==> src/rtl/wallace_pkg.sv <==
// Shared constants, FSM state type and bit-level adder helpers for the
// Wallace-tree multiply-accumulate slice.
package wallace_pkg;

  localparam int OPW   = 4;
  localparam int PRODW = 8;

  typedef enum logic {
    ACC,
    HOLD
  } mac_state_t;

  // Returns {carry, sum}.
  function automatic logic [1:0] full_add(input logic x, input logic y, input logic z);
    return {(x & y) | (x & z) | (y & z), x ^ y ^ z};
  endfunction

  function automatic logic [1:0] half_add(input logic x, input logic y);
    return {x & y, x ^ y};
  endfunction

endpackage

==> src/rtl/wallace_multiplier.sv <==
// Combinational 4x4 unsigned Wallace-tree multiplier: two carry-save
// reduction layers followed by a single carry-propagate add.
module wallace_multiplier
  import wallace_pkg::*;
(
  input  logic [OPW-1:0]   a,
  input  logic [OPW-1:0]   b,
  output logic [PRODW-1:0] product
);

  // pp[r][c] = a[c] & b[r], weight r+c
  logic [OPW-1:0] pp [OPW];

  logic [1:0] h1a, f2a, f3a, f4a, h5a;
  logic [1:0] h2b, f3b, h4b, h5b, h6b;
  logic [PRODW-1:0] row_s, row_c;

  always_comb begin
    for (int r = 0; r < OPW; r++) begin
      pp[r] = a & {OPW{b[r]}};
    end
  end

  // Layer 1 reduces column heights 1,2,3,4,3,2,1 to at most 3.
  assign h1a = half_add(pp[0][1], pp[1][0]);
  assign f2a = full_add(pp[0][2], pp[1][1], pp[2][0]);
  assign f3a = full_add(pp[0][3], pp[1][2], pp[2][1]);
  assign f4a = full_add(pp[1][3], pp[2][2], pp[3][1]);
  assign h5a = half_add(pp[2][3], pp[3][2]);

  // Layer 2 leaves exactly two rows.
  assign h2b = half_add(f2a[0], h1a[1]);
  assign f3b = full_add(f3a[0], pp[3][0], f2a[1]);
  assign h4b = half_add(f4a[0], f3a[1]);
  assign h5b = half_add(h5a[0], f4a[1]);
  assign h6b = half_add(pp[3][3], h5a[1]);

  assign row_s = {h6b[1], h6b[0], h5b[0], h4b[0], f3b[0], h2b[0], h1a[0], pp[0][0]};
  assign row_c = {1'b0, h5b[1], h4b[1], f3b[1], h2b[1], 3'b000};

  assign product = row_s + row_c;

endmodule

==> src/rtl/wallace_mac.sv <==
// Multiply-accumulate stage: registers each Wallace product, sums a group of
// products up to the pair tagged last, then holds the result until consumed.
module wallace_mac
  import wallace_pkg::*;
#(
  parameter int ACC_W = 12,
  parameter int CNT_W = 8
) (
  input  logic             clk,
  input  logic             rst,
  input  logic             in_valid,
  output logic             in_ready,
  input  logic [OPW-1:0]   a,
  input  logic [OPW-1:0]   b,
  input  logic             in_last,
  output logic             out_valid,
  input  logic             out_ready,
  output logic [ACC_W-1:0] out_data,
  output logic [CNT_W-1:0] out_count,
  output logic             out_ovf
);

  mac_state_t       state;
  logic [PRODW-1:0] product;
  logic [PRODW-1:0] p_prod;
  logic             p_last;
  logic             p_valid;
  logic [ACC_W-1:0] acc;
  logic [CNT_W-1:0] cnt;
  logic             ovf;
  logic [ACC_W:0]   sum;
  logic [ACC_W-1:0] new_acc;
  logic [CNT_W-1:0] new_cnt;
  logic             new_ovf;
  logic             capture;
  logic             p_consume;

  wallace_multiplier u_mult (
    .a       (a),
    .b       (b),
    .product (product)
  );

  // The product register may refill in HOLD only while it is empty.
  assign in_ready  = !p_valid || (state == ACC);
  assign capture   = in_valid && in_ready;
  assign p_consume = p_valid && (state == ACC);

  assign sum     = {1'b0, acc} + {{(ACC_W + 1 - PRODW){1'b0}}, p_prod};
  assign new_acc = sum[ACC_W-1:0];
  assign new_ovf = ovf | sum[ACC_W];
  assign new_cnt = (&cnt) ? cnt : cnt + CNT_W'(1);

  always_ff @(posedge clk or posedge rst) begin
    if (rst) begin
      state     <= ACC;
      p_prod    <= '0;
      p_last    <= 1'b0;
      p_valid   <= 1'b0;
      acc       <= '0;
      cnt       <= '0;
      ovf       <= 1'b0;
      out_valid <= 1'b0;
      out_data  <= '0;
      out_count <= '0;
      out_ovf   <= 1'b0;
    end else begin
      if (capture) begin
        p_prod  <= product;
        p_last  <= in_last;
        p_valid <= 1'b1;
      end else if (p_consume) begin
        p_valid <= 1'b0;
      end

      case (state)
        ACC: begin
          if (p_consume) begin
            if (p_last) begin
              out_data  <= new_acc;
              out_count <= new_cnt;
              out_ovf   <= new_ovf;
              out_valid <= 1'b1;
              acc       <= '0;
              cnt       <= '0;
              ovf       <= 1'b0;
              state     <= HOLD;
            end else begin
              acc <= new_acc;
              cnt <= new_cnt;
              ovf <= new_ovf;
            end
          end
        end
        HOLD: begin
          if (out_valid && out_ready) begin
            out_valid <= 1'b0;
            state     <= ACC;
          end
        end
      endcase
    end
  end

endmodule

==> config.mk <==
export PLATFORM = sky130hd
export DESIGN_NAME = wallace_mac
export DESIGN_NICKNAME = d
export VERILOG_FILES = /design/src/rtl/wallace_pkg.sv /design/src/rtl/wallace_multiplier.sv /design/src/rtl/wallace_mac.sv
export SDC_FILE = /design/constraint.sdc
export NUM_CORES = 1
export LEC_CHECK = 0
export CORE_ASPECT_RATIO = 0.5
export CORE_MARGIN = 1.5
export CORE_UTILIZATION = 56
export DETAILED_ROUTE_END_ITERATION = 10
export PLACE_DENSITY_LB_ADDON = 0.12
export SYNTH_ARGS = -nofsm -noshare
export SYNTH_HDL_FRONTEND = slang
export SYNTH_SLANG_ARGS = --single-unit
==> constraint.sdc <==
create_clock -name clk -period 2.63 [get_ports clk]
set_input_delay 0.3945 -clock clk [delete_from_list [all_inputs] [get_ports clk]]
set_output_delay 0.3945 -clock clk [all_outputs]
set_load 0.02 [all_outputs]
==> flow_summary.yaml <==
placement:
  port_buffers: 35
  dp_slack_ns: -0.620
  place_congestion: 0.829
  dp_hpwl_mm: 4.74
drt:
  ant_nets: 0
  vias_per_cell: 5.58
  first_iter_violations: 99
  routed_wirelength_mm: 6.44
  firstDrtPassIters: 4
  num_vias: 2450
  drt_drc_violations_left: 0
  wl_per_cell_microns: 14.7
job:
  maxCapViolCount: 0
clock_tree:
  cts_buffer_depth: 2
  clk_pin_slew_worst_paths_ns: 0.10
  cts_made_buffers: 5
  cts_tree: "done"
  clkLatencyLatePin_ns: 0.31
  cts_hold_buf: 0
  htreeDepth: 2
  cts_sinks: 54
  ctsRootBufferMaster: "clkbuf_8"
timing:
  fin_ws_ns: 0.126
  slew_headroom_pct: 45.3
  maxSlewViolCount: 0
  hold_violations: 0
  finalClockSkew_ns: 0.0113
  rsz0062_at_grt: "no"
  max_slew.worst_pin.slew_ns: 0.820
  period_share_pct: 95.2
  max_freq_mhz: 399
  min_period_ns: 2.50
  setup_viol: 0
logic_synthesis:
  yosys.cell_count.top_type: "nand2_1"
  synthTopCellsByCount: "69 x nand2_1, 54 x dfrtp_1, 42 x o21ai_0"
  synth_compound_area_share_pct: 16.3
  synth_fa_ha_area_share_pct: 11.9
  synth_mux_area_share_pct: 1.41
  synth_edf_count: 0
  synth.largest_area_cell: "dfrtp_1"
  ys_ff_latch: 54
  yosysTopAreaCellShare_pct: 44.8
  synth-xor-area-share_pct: 4.07
  async_reset_ff_share_pct: 100
  synth_seq_area_share_pct: 44.8
  synth-simple-area-share_pct: 18.3
  synth_warnings: 0
  synth_cell_types: 44
  netlist_instances: 323
  netlist_area_sq_um: 3020
  synth_nets: 361
  synthTopCellsByArea: "dfrtp_1 45%, nand2_1 8.6%, ha_1 7.9%"
  synth_top_family_by_area: "simple AND/OR/NAND/NOR gates"
  ys.flop_type: "dfrtp_1"
  syn_avg_cell_area_sq_um: 9.34
global_route:
  grt_overflow: 0
  grt_max_degree: 42
  grt_pass1_vias: 2311
  grt.total_usage_pct: 24.4
  antenna_found_initial: 0
  grt_pass1_wl_mm: 10.8
floorplan:
  ios: 36
  core_sq_um: 5040
  rows: 18
  start_util_pct: 59.8
  die_y_microns: 54.9
  die_w_microns: 107
  fp.dieArea_sq_um: 5860
critical_path:
  reg2reg_depth: 8
  r2r_slack_ns: 0.23
  endpoint: "p_prod[7]$_DFFE_PP0P_"
  r2r_end: "out_data[10]$_DFFE_PP0P_"
  critPathMaxFanout: 3
  critical_path_class: "in -> reg"
  arrival_ns: 2.70
  required_ns: 2.82
  worstSetupStartpoint: "b[0]"
  start_kind: "input pin"
  rr_startpoint: "acc[0]$_DFFE_PP0P_"
  crit_path_end_kind: "flop"
pwr:
  power_density_nw_per_um2: 906
  irDropWorstVdd_uv: 404
  p_leak_nw: 1.66
final_layout:
  antenna_cells: 0
  fin_util_pct: 71.8
  nets: 406
  syn2layout_area_growth_pct: 20.0
  drive_gt1_share_pct: 12.5
status:
  outcome: "finished clean"
worst_hold_path:
  hold_path.class: "in -> async"
metrics by stage:
step | TNS (ns) | total power, mW | instance area, sq um | hold WS (ns) | instances
after CTS | 0 | 3.29 | 3620 | 0.371 | 439
after global placement | -1.41 | 2.75 | 3530 | 0.460 | 431
after detailed placement | -1.73 | 2.81 | 3530 | 0.469 | 431
after floorplan | 0 | 2.26 | 3020 | 0.443 | 323
final | 0 | 3.28 | 3620 | 0.356 | 439
after global routing | 0 | 3.55 | 3620 | 0.375 | 439
placed cells by master (no fill, tap or decap), types with 2 or more instances in the layout:
cell             instances
clkbuf_8                 5
fa_2                     2
a21o_1                   2
nor2_1                  11
clkbuf_2                 6
a21oi_1                 17
dfrtp_1                 54
and2_1                   8
a41oi_1                  2
fa_1                     4
or3_2                    3
nand4_1                  2
nand3_1                  6
or3_1                    4
o21a_1                   4
nand2_1                 68
a211oi_1                 2
a21oi_2                  3
xnor2_1                  6
nor4_1                   2
o21ai_1                  2
clkdlybuf4s50_1         28
mux2i_1                  2
o21ai_0                 41
inv_1                   14
and2_4                   2
mux2_2                   2
nand2b_1                 3
ha_1                    17
xor2_1                   8
buf_4                   11
sequential cells by signal, indices dropped and copies added (netlist names):
signal     cells
acc           12
cnt            8
out_count      8
out_data      12
out_ovf        1
out_valid      1
ovf            1
p_last         1
p_prod         8
p_valid        1
state          1
critical path: stages:
cell and delay, ns:
clkbuf_2 0.11, nand2_2 0.07, fa_1 0.49, fa_1 0.49, inv_1 0.04, ha_2 0.18, fa_2 0.36, a21o_1 0.17
a21oi_2 0.14, xor2_1 0.17, o21ai_1 0.08
repair_timing:
| action | CTS | global route |
|---|---|---|
| setup buffers | 0 | 0 |
| pin swaps | 7 | 4 |
| resized for setup | 12 | 15 |
| setup endpoints to repair | 4 | 2 |
power breakdown:
| group | leakage [nW] | internal (mW) | switching [mW] |
|---|---|---|---|
| clock | 0.0452 | 0.189 | 0.273 |
| combinational | 0.909 | 0.650 | 0.911 |
| sequential | 0.707 | 1.08 | 0.183 |
| total | 1.66 | 1.91 | 1.37 |
worst min path at each step:
stage                                        start                  endpoint  slack, ns
after global placement    out_count[4]$_DFFE_PP0P_  out_count[4]$_DFFE_PP0P_       0.46
after floorplan                 acc[0]$_DFFE_PP0P_        acc[0]$_DFFE_PP0P_       0.44
after CTS                                      rst  out_count[3]$_DFFE_PP0P_       0.37
final                                          rst  out_count[4]$_DFFE_PP0P_       0.36
after detailed placement  out_count[3]$_DFFE_PP0P_  out_count[3]$_DFFE_PP0P_       0.47
after global routing                           rst  out_count[4]$_DFFE_PP0P_       0.37
routing by layer:
layer  up-vias  routed length [microns]  track usage (%)  share of wire, %
met5         -                        0                0                 0
met4         0                       99             8.89               1.5
met3        10                      249             4.10               3.9
met2        62                     3140             44.0                49
met1      1174                     2950             31.0                46
li1       1204                        -                -                 -
layout make-up:
type / count / area [sq um]
clock buffer: 6 / 72.6
clock inverter: 2 / 13.8
fill: 408 / 1430
inverter: 16 / 60.1
multi-input combinational: 243 / 1600
sequential: 54 / 1350
tap: 70 / 87.6
timing repair buffer: 48 / 433
kinds of logic (layout without fill, tap and decap cells):
logic type / Yosys count / count (layout)
AOI/OAI and AO/OA: 82 / 82
buffers and inverters: 26 / 72
adders and majority gates: 25 / 25
DFF: 54 / 54
and+or+nand+nor: 118 / 118
xor gates and xnor gates: 14 / 14
muxes: 4 / 4
Power figures use the tool's default switching activity.
